## src/rtl/hippo_irq_sched.sv

```systemverilog
// Nested priority interrupt scheduler: arbitrates pending lines, drives the
// RegFileStack push/pop commands and redirects the core PC on entry and exit.
module hippo_irq_sched #(
    parameter int NumIrq    = 8,
    parameter int PrioWidth = 3,
    parameter int Depth     = 4
) (
    input  logic                       clk_i,
    input  logic                       rst_i,
    input  logic [NumIrq-1:0]          irq_i,
    input  logic                       prio_we_i,
    input  logic [$clog2(NumIrq)-1:0]  prio_idx_i,
    input  logic [PrioWidth-1:0]       prio_data_i,
    input  logic [31:0]                vec_base_i,
    input  logic [31:0]                pc_next_i,
    input  logic                       mret_i,
    output logic                       stall_o,
    output logic                       push_o,
    output logic                       pop_o,
    output logic                       redirect_o,
    output logic [31:0]                target_o,
    output logic [$clog2(Depth+1)-1:0] depth_o,
    output logic [PrioWidth-1:0]       cur_prio_o,
    output logic                       err_o
);

    localparam int IdxW = $clog2(NumIrq);
    localparam int DepW = $clog2(Depth + 1);
    localparam int StkW = (Depth > 1) ? $clog2(Depth) : 1;

    typedef enum logic [1:0] {RUN, PUSH, POP, REDIR} state_t;

    state_t               state;
    logic [PrioWidth-1:0] prio [NumIrq];
    logic [NumIrq-1:0]    pending;
    logic [31:0]          stack_pc [Depth];
    logic [PrioWidth-1:0] stack_prio [Depth];
    logic [DepW-1:0]      depth;
    logic [PrioWidth-1:0] cur_prio;
    logic [IdxW-1:0]      sel_idx;
    logic                 exit_redir;
    logic [31:0]          target;
    logic                 stall, push, pop, redirect, err;

    logic                 cand_found;
    logic [IdxW-1:0]      cand_idx;
    logic [PrioWidth-1:0] cand_prio;
    logic                 can_enter;
    logic [DepW-1:0]      depth_dec;
    logic [StkW-1:0]      push_ptr, pop_ptr;

    // A request raised this cycle already counts, so entry costs two cycles.
    // Strict compare keeps the lowest index on equal priorities.
    always_comb begin
        cand_found = 1'b0;
        cand_idx   = '0;
        cand_prio  = cur_prio;
        for (int i = 0; i < NumIrq; i++) begin
            if ((pending[i] || irq_i[i]) && prio[i] > cand_prio) begin
                cand_found = 1'b1;
                cand_idx   = IdxW'(i);
                cand_prio  = prio[i];
            end
        end
    end

    assign can_enter = cand_found && (depth < DepW'(Depth));
    assign depth_dec = depth - DepW'(1);
    assign push_ptr  = depth[StkW-1:0];
    assign pop_ptr   = depth_dec[StkW-1:0];

    always_ff @(posedge clk_i) begin
        if (rst_i) begin
            state      <= RUN;
            pending    <= '0;
            depth      <= '0;
            cur_prio   <= '0;
            sel_idx    <= '0;
            exit_redir <= 1'b0;
            target     <= '0;
            stall      <= 1'b0;
            push       <= 1'b0;
            pop        <= 1'b0;
            redirect   <= 1'b0;
            err        <= 1'b0;
            for (int i = 0; i < NumIrq; i++) prio[i] <= '0;
            for (int i = 0; i < Depth; i++) begin
                stack_pc[i]   <= '0;
                stack_prio[i] <= '0;
            end
        end else begin
            stall    <= 1'b0;
            push     <= 1'b0;
            pop      <= 1'b0;
            redirect <= 1'b0;
            err      <= 1'b0;
            pending  <= pending | irq_i;
            if (prio_we_i) prio[prio_idx_i] <= prio_data_i;

            case (state)
                RUN: begin
                    if (mret_i) begin
                        if (depth != '0) begin
                            state <= POP;
                            pop   <= 1'b1;
                            stall <= 1'b1;
                        end else begin
                            err <= 1'b1;
                        end
                    end else if (can_enter) begin
                        sel_idx <= cand_idx;
                        state   <= PUSH;
                        push    <= 1'b1;
                        stall   <= 1'b1;
                    end
                end
                PUSH: begin
                    stack_pc[push_ptr]   <= pc_next_i;
                    stack_prio[push_ptr] <= cur_prio;
                    cur_prio             <= prio[sel_idx];
                    pending[sel_idx]     <= irq_i[sel_idx];
                    depth                <= depth + DepW'(1);
                    target               <= vec_base_i + (32'(sel_idx) << 2);
                    exit_redir           <= 1'b0;
                    redirect             <= 1'b1;
                    state                <= REDIR;
                end
                POP: begin
                    cur_prio   <= stack_prio[pop_ptr];
                    target     <= stack_pc[pop_ptr];
                    depth      <= depth_dec;
                    exit_redir <= 1'b1;
                    redirect   <= 1'b1;
                    state      <= REDIR;
                end
                REDIR: begin
                    // After an exit, a waiting line tail-chains without an idle RUN cycle.
                    exit_redir <= 1'b0;
                    if (exit_redir && can_enter) begin
                        sel_idx <= cand_idx;
                        state   <= PUSH;
                        push    <= 1'b1;
                        stall   <= 1'b1;
                    end else begin
                        state <= RUN;
                    end
                end
                default: state <= RUN;
            endcase
        end
    end

    assign stall_o    = stall & ~rst_i;
    assign push_o     = push & ~rst_i;
    assign pop_o      = pop & ~rst_i;
    assign redirect_o = redirect & ~rst_i;
    assign err_o      = err & ~rst_i;
    assign target_o   = rst_i ? '0 : target;
    assign depth_o    = rst_i ? '0 : depth;
    assign cur_prio_o = rst_i ? '0 : cur_prio;

endmodule

```

## config.mk

```make
export PLATFORM = sky130hd
export DESIGN_NAME = hippo_irq_sched
export DESIGN_NICKNAME = d
export VERILOG_FILES = /design/src/rtl/hippo_irq_sched.sv
export SDC_FILE = /design/constraint.sdc
export NUM_CORES = 1
export LEC_CHECK = 0
export CAP_MARGIN = 20
export CORE_ASPECT_RATIO = 1.25
export CORE_MARGIN = 3
export CORE_UTILIZATION = 50
export CTS_CLUSTER_SIZE = 40
export DETAILED_ROUTE_END_ITERATION = 6
export PLACE_DENSITY = 0.72
export SYNTH_ARGS = -nofsm -noshare
export SYNTH_HDL_FRONTEND = slang
export SYNTH_SLANG_ARGS = --single-unit
```

## constraint.sdc

```tcl
create_clock -name clk_i -period 17.4 [get_ports clk_i]
set_input_delay 3.48 -clock clk_i [delete_from_list [all_inputs] [get_ports clk_i]]
set_output_delay 3.48 -clock clk_i [all_outputs]
set_load 0.01 [all_outputs]
```

==> flow_summary.ini <==
[layout]
diodes = 0
instances_no_fill = 1515
areaGrowthSynthToFinish_pct = 19.0
drive_gt1_share_pct = 13.1
final_area_um2 = 14400
fillCellCount = 1937
nets = 1282

[synth]
ys.warnings.count = 0
synthArstFlopShare_pct = 0
synthCells = 1076
syn_area_um2 = 12100
synth_area_leaders = edfxtp_1 (41%), dfxtp_1 (9.9%), and2_1 (8.3%)
netlist.area_leader.share_pct = 40.6
avgSynthCellArea_um2 = 11.3
ys_seq_area_share_pct = 50.5
synth_edf_count = 164
synth-seq-cells = 224
synth_cell_types = 74
yosysTopAreaCell = edfxtp_1
synth_ff_type = edfxtp_1
synth_nets = 1184

[floorplan]
die-area_um2 = 26200
rows = 63
die_y_um = 180
core_area_um2 = 23800
start_util_pct = 50.9
io_pins = 125
die_w_um = 145

[route]
vias = 8525
drt-initial-drc-count = 645
wire_per_inst_um = 19.9
antenna_left = 0
viasPerCell = 5.63
wirelength_mm = 30.1
drc_errors = 0
dr.pass1.iters = 5

[critical_path]
arrival_ns = 15.46
critPathMaxFanout = 15
cp-end-kind = register
slowest_delay_ns = 0.83
crit_top_cell = ha_1
start_kind = input port
critPathSlowestCell = o21ai_0
critical_path_class = input port to register
crit_required_ns = 17.78

[clock_tree]
cts_max_level = 1
insertion_delay_ns = 0.52
cts_tree = yes
cts_inserted_buffers = 23
cts_sinks = 224
clk_pin_slew_ns = 0.07
hold_buffers = 0
cts_buffer_depth = 3
post_cts_buffers = 0
cts_resized = 0
cts_root_buffer = clkbuf_16

[grt]
grt_overflow = 0
antenna_found_initial = 0
grt_pass1_wl_mm = 47.5
grt_util_all_layers_pct = 22.8
grt_pass1_vias = 8667
grt_max_degree = 78

[sta]
rsz0062_at_grt = no
post-route-period-util_pct = 86.7
period_minus_slack_ns = 15.08
worst_pin_slew_ns = 1.08
hold_violations = 0
clock_skew_ns = 0.0120
final_max_slew_viol_count = 0
timing.slew.headroom_pct = 27.2
fmax_ghz = 0.0663
fin_tns_setup_ns = 0
setup_viol = 0

[power]
powerDensity_nw_per_um2 = 135
seq_power_share_pct = 37.0
switching_share_pct = 33.9
power_leakage_nw = 5.31
p_clk_share_pct = 26.3
p_int_mw = 1.28
p_comb_share_pct = 36.8
p_sw_mw = 0.658
max-vdd-ir-drop_uv = 116

[run_status]
status = finished, final reports clean

[worst_hold_path]
hp-class = register to register

[placement]
place_area_um2 = 13600
io_buffer_count = 124
gp_congestion = 0.961
placedCellCount = 1474
dp_hpwl_mm = 20.5

[run]
max-cap-violations = 0
## final timing paths
check	startpoint	to	slack [ns]	depth (start not counted)
worst min register to register	target[16]	target[16]	0.46	2
worst max-delay path	irq_i[0]	state[1]	2.32	50
worst max register to register	cur_prio[2]	state[1]	4.44	51
worst min-delay path	target[16]	target[16]	0.46	2
## kinds of logic (layout without fill, tap and decap cells)
kind of cell	count (synthesis)	count (layout)	synth area share (%)
and+or+nand+nor	475	475	21.3
DFF	224	224	50.5
AOI/OAI and AO/OA	145	145	9.02
muxes	88	88	11.3
buffers and inverters	85	199	2.69
xor gates and xnor gates	30	30	2.17
adders and majority gates	29	29	3.00
## synthesized netlist by cell type, types with 3 or more instances
master and n:
edfxtp_1 164, and2_1 160, nor2_1 85, nand2_1 64, dfxtp_1 60, nor2b_1 45
clkbuf_1 43, o21ai_0 43, mux4_2 37, mux2i_1 31, ha_1 25, inv_1 25
nor3_1 23, nand3_1 21, xor2_1 20, mux2_2 19, a21oi_1 17, or2_2 16
buf_1 14, nand2b_1 13, and3_1 12, a211oi_1 10, nand4_1 10, xnor2_1 10
nor4_1 8, a311oi_1 6, a31oi_1 6, o211ai_1 6, o22ai_1 6, o31ai_1 6
a21o_1 5, nor2_2 4, o21a_1 4, a21boi_0 3, nor3b_1 3, o31a_1 3
## flip-flops by register name (all words and copies together), names as in the netlist, named ones only
register,flops
cur_prio,3
depth,3
err,1
exit_redir,1
pending,8
pop,1
prio,24
push,1
redirect,1
sel_idx,3
stack_pc,128
stack_prio,12
stall,1
state,2
target,32
## critical path: cells and delay by family
| family | cells | cell delay, ns |
|---|---|---|
| AO/OA/AOI/OAI | 19 | 5.30 |
| adder cells (fa/ha/maj) | 9 | 2.71 |
| AND/OR/NAND/NOR | 16 | 2.19 |
| multiplexers | 4 | 1.13 |
| buffers and inverters | 2 | 0.61 |
## routing by layer
| metal | vias to the layer above | GRT usage, % | share of wire (%) |
|---|---|---|---|
| li1 | 4078 | - | - |
| met1 | 4139 | 29.8 | 43 |
| met2 | 251 | 38.6 | 49 |
| met3 | 57 | 3.90 | 5.0 |
| met4 | 0 | 7.68 | 2.8 |
| met5 | - | 0 | 0 |
## metrics by stage
step,hold WS (ns),util (%),power [mW],worst slack [ns]
finish,0.460,60.6,1.94,2.32
CTS,0.463,60.6,1.95,2.44
global route,0.491,60.6,2.05,1.42
detailed placement,0.451,57.2,1.44,1.92
global placement,0.433,57.2,1.43,2.29
floorplan,0.417,-,1.22,4.32
## layout make-up
class	count	area, um2	area share (%)
sequential	224	6130	42.5
multi-input combinational	767	5700	39.5
timing repair buffer	132	1300	9.00
clock buffer	33	716	4.96
tap	325	407	2.82
inverter	26	97.6	0.676
clock inverter	8	85.1	0.590
## power groups by stage
stage | sequential (mW) | clock [mW] | combinational (mW)
after floorplan | 0.700 | 0 | 0.517
after global placement | 0.726 | 0 | 0.702
after detailed placement | 0.728 | 0 | 0.712
after CTS | 0.717 | 0.519 | 0.715
after global routing | 0.728 | 0.540 | 0.778
final | 0.718 | 0.510 | 0.714
## cell usage in the layout, fill, tap and decap left out, drive strengths merged, types with 16 or more instances in the layout
cell type	n
mux2	19
ha	25
nand2	64
dfxtp	60
clkdlybuf4s50	123
inv	26
or2	16
o21ai	44
edfxtp	164
clkbuf	33
xor2	20
nand3	22
nor2	89
mux2i	32
mux4	37
nor2b	46
nor3	23
a21oi	20
and2	160
No activity file was read; power rests on OpenSTA's default activity.
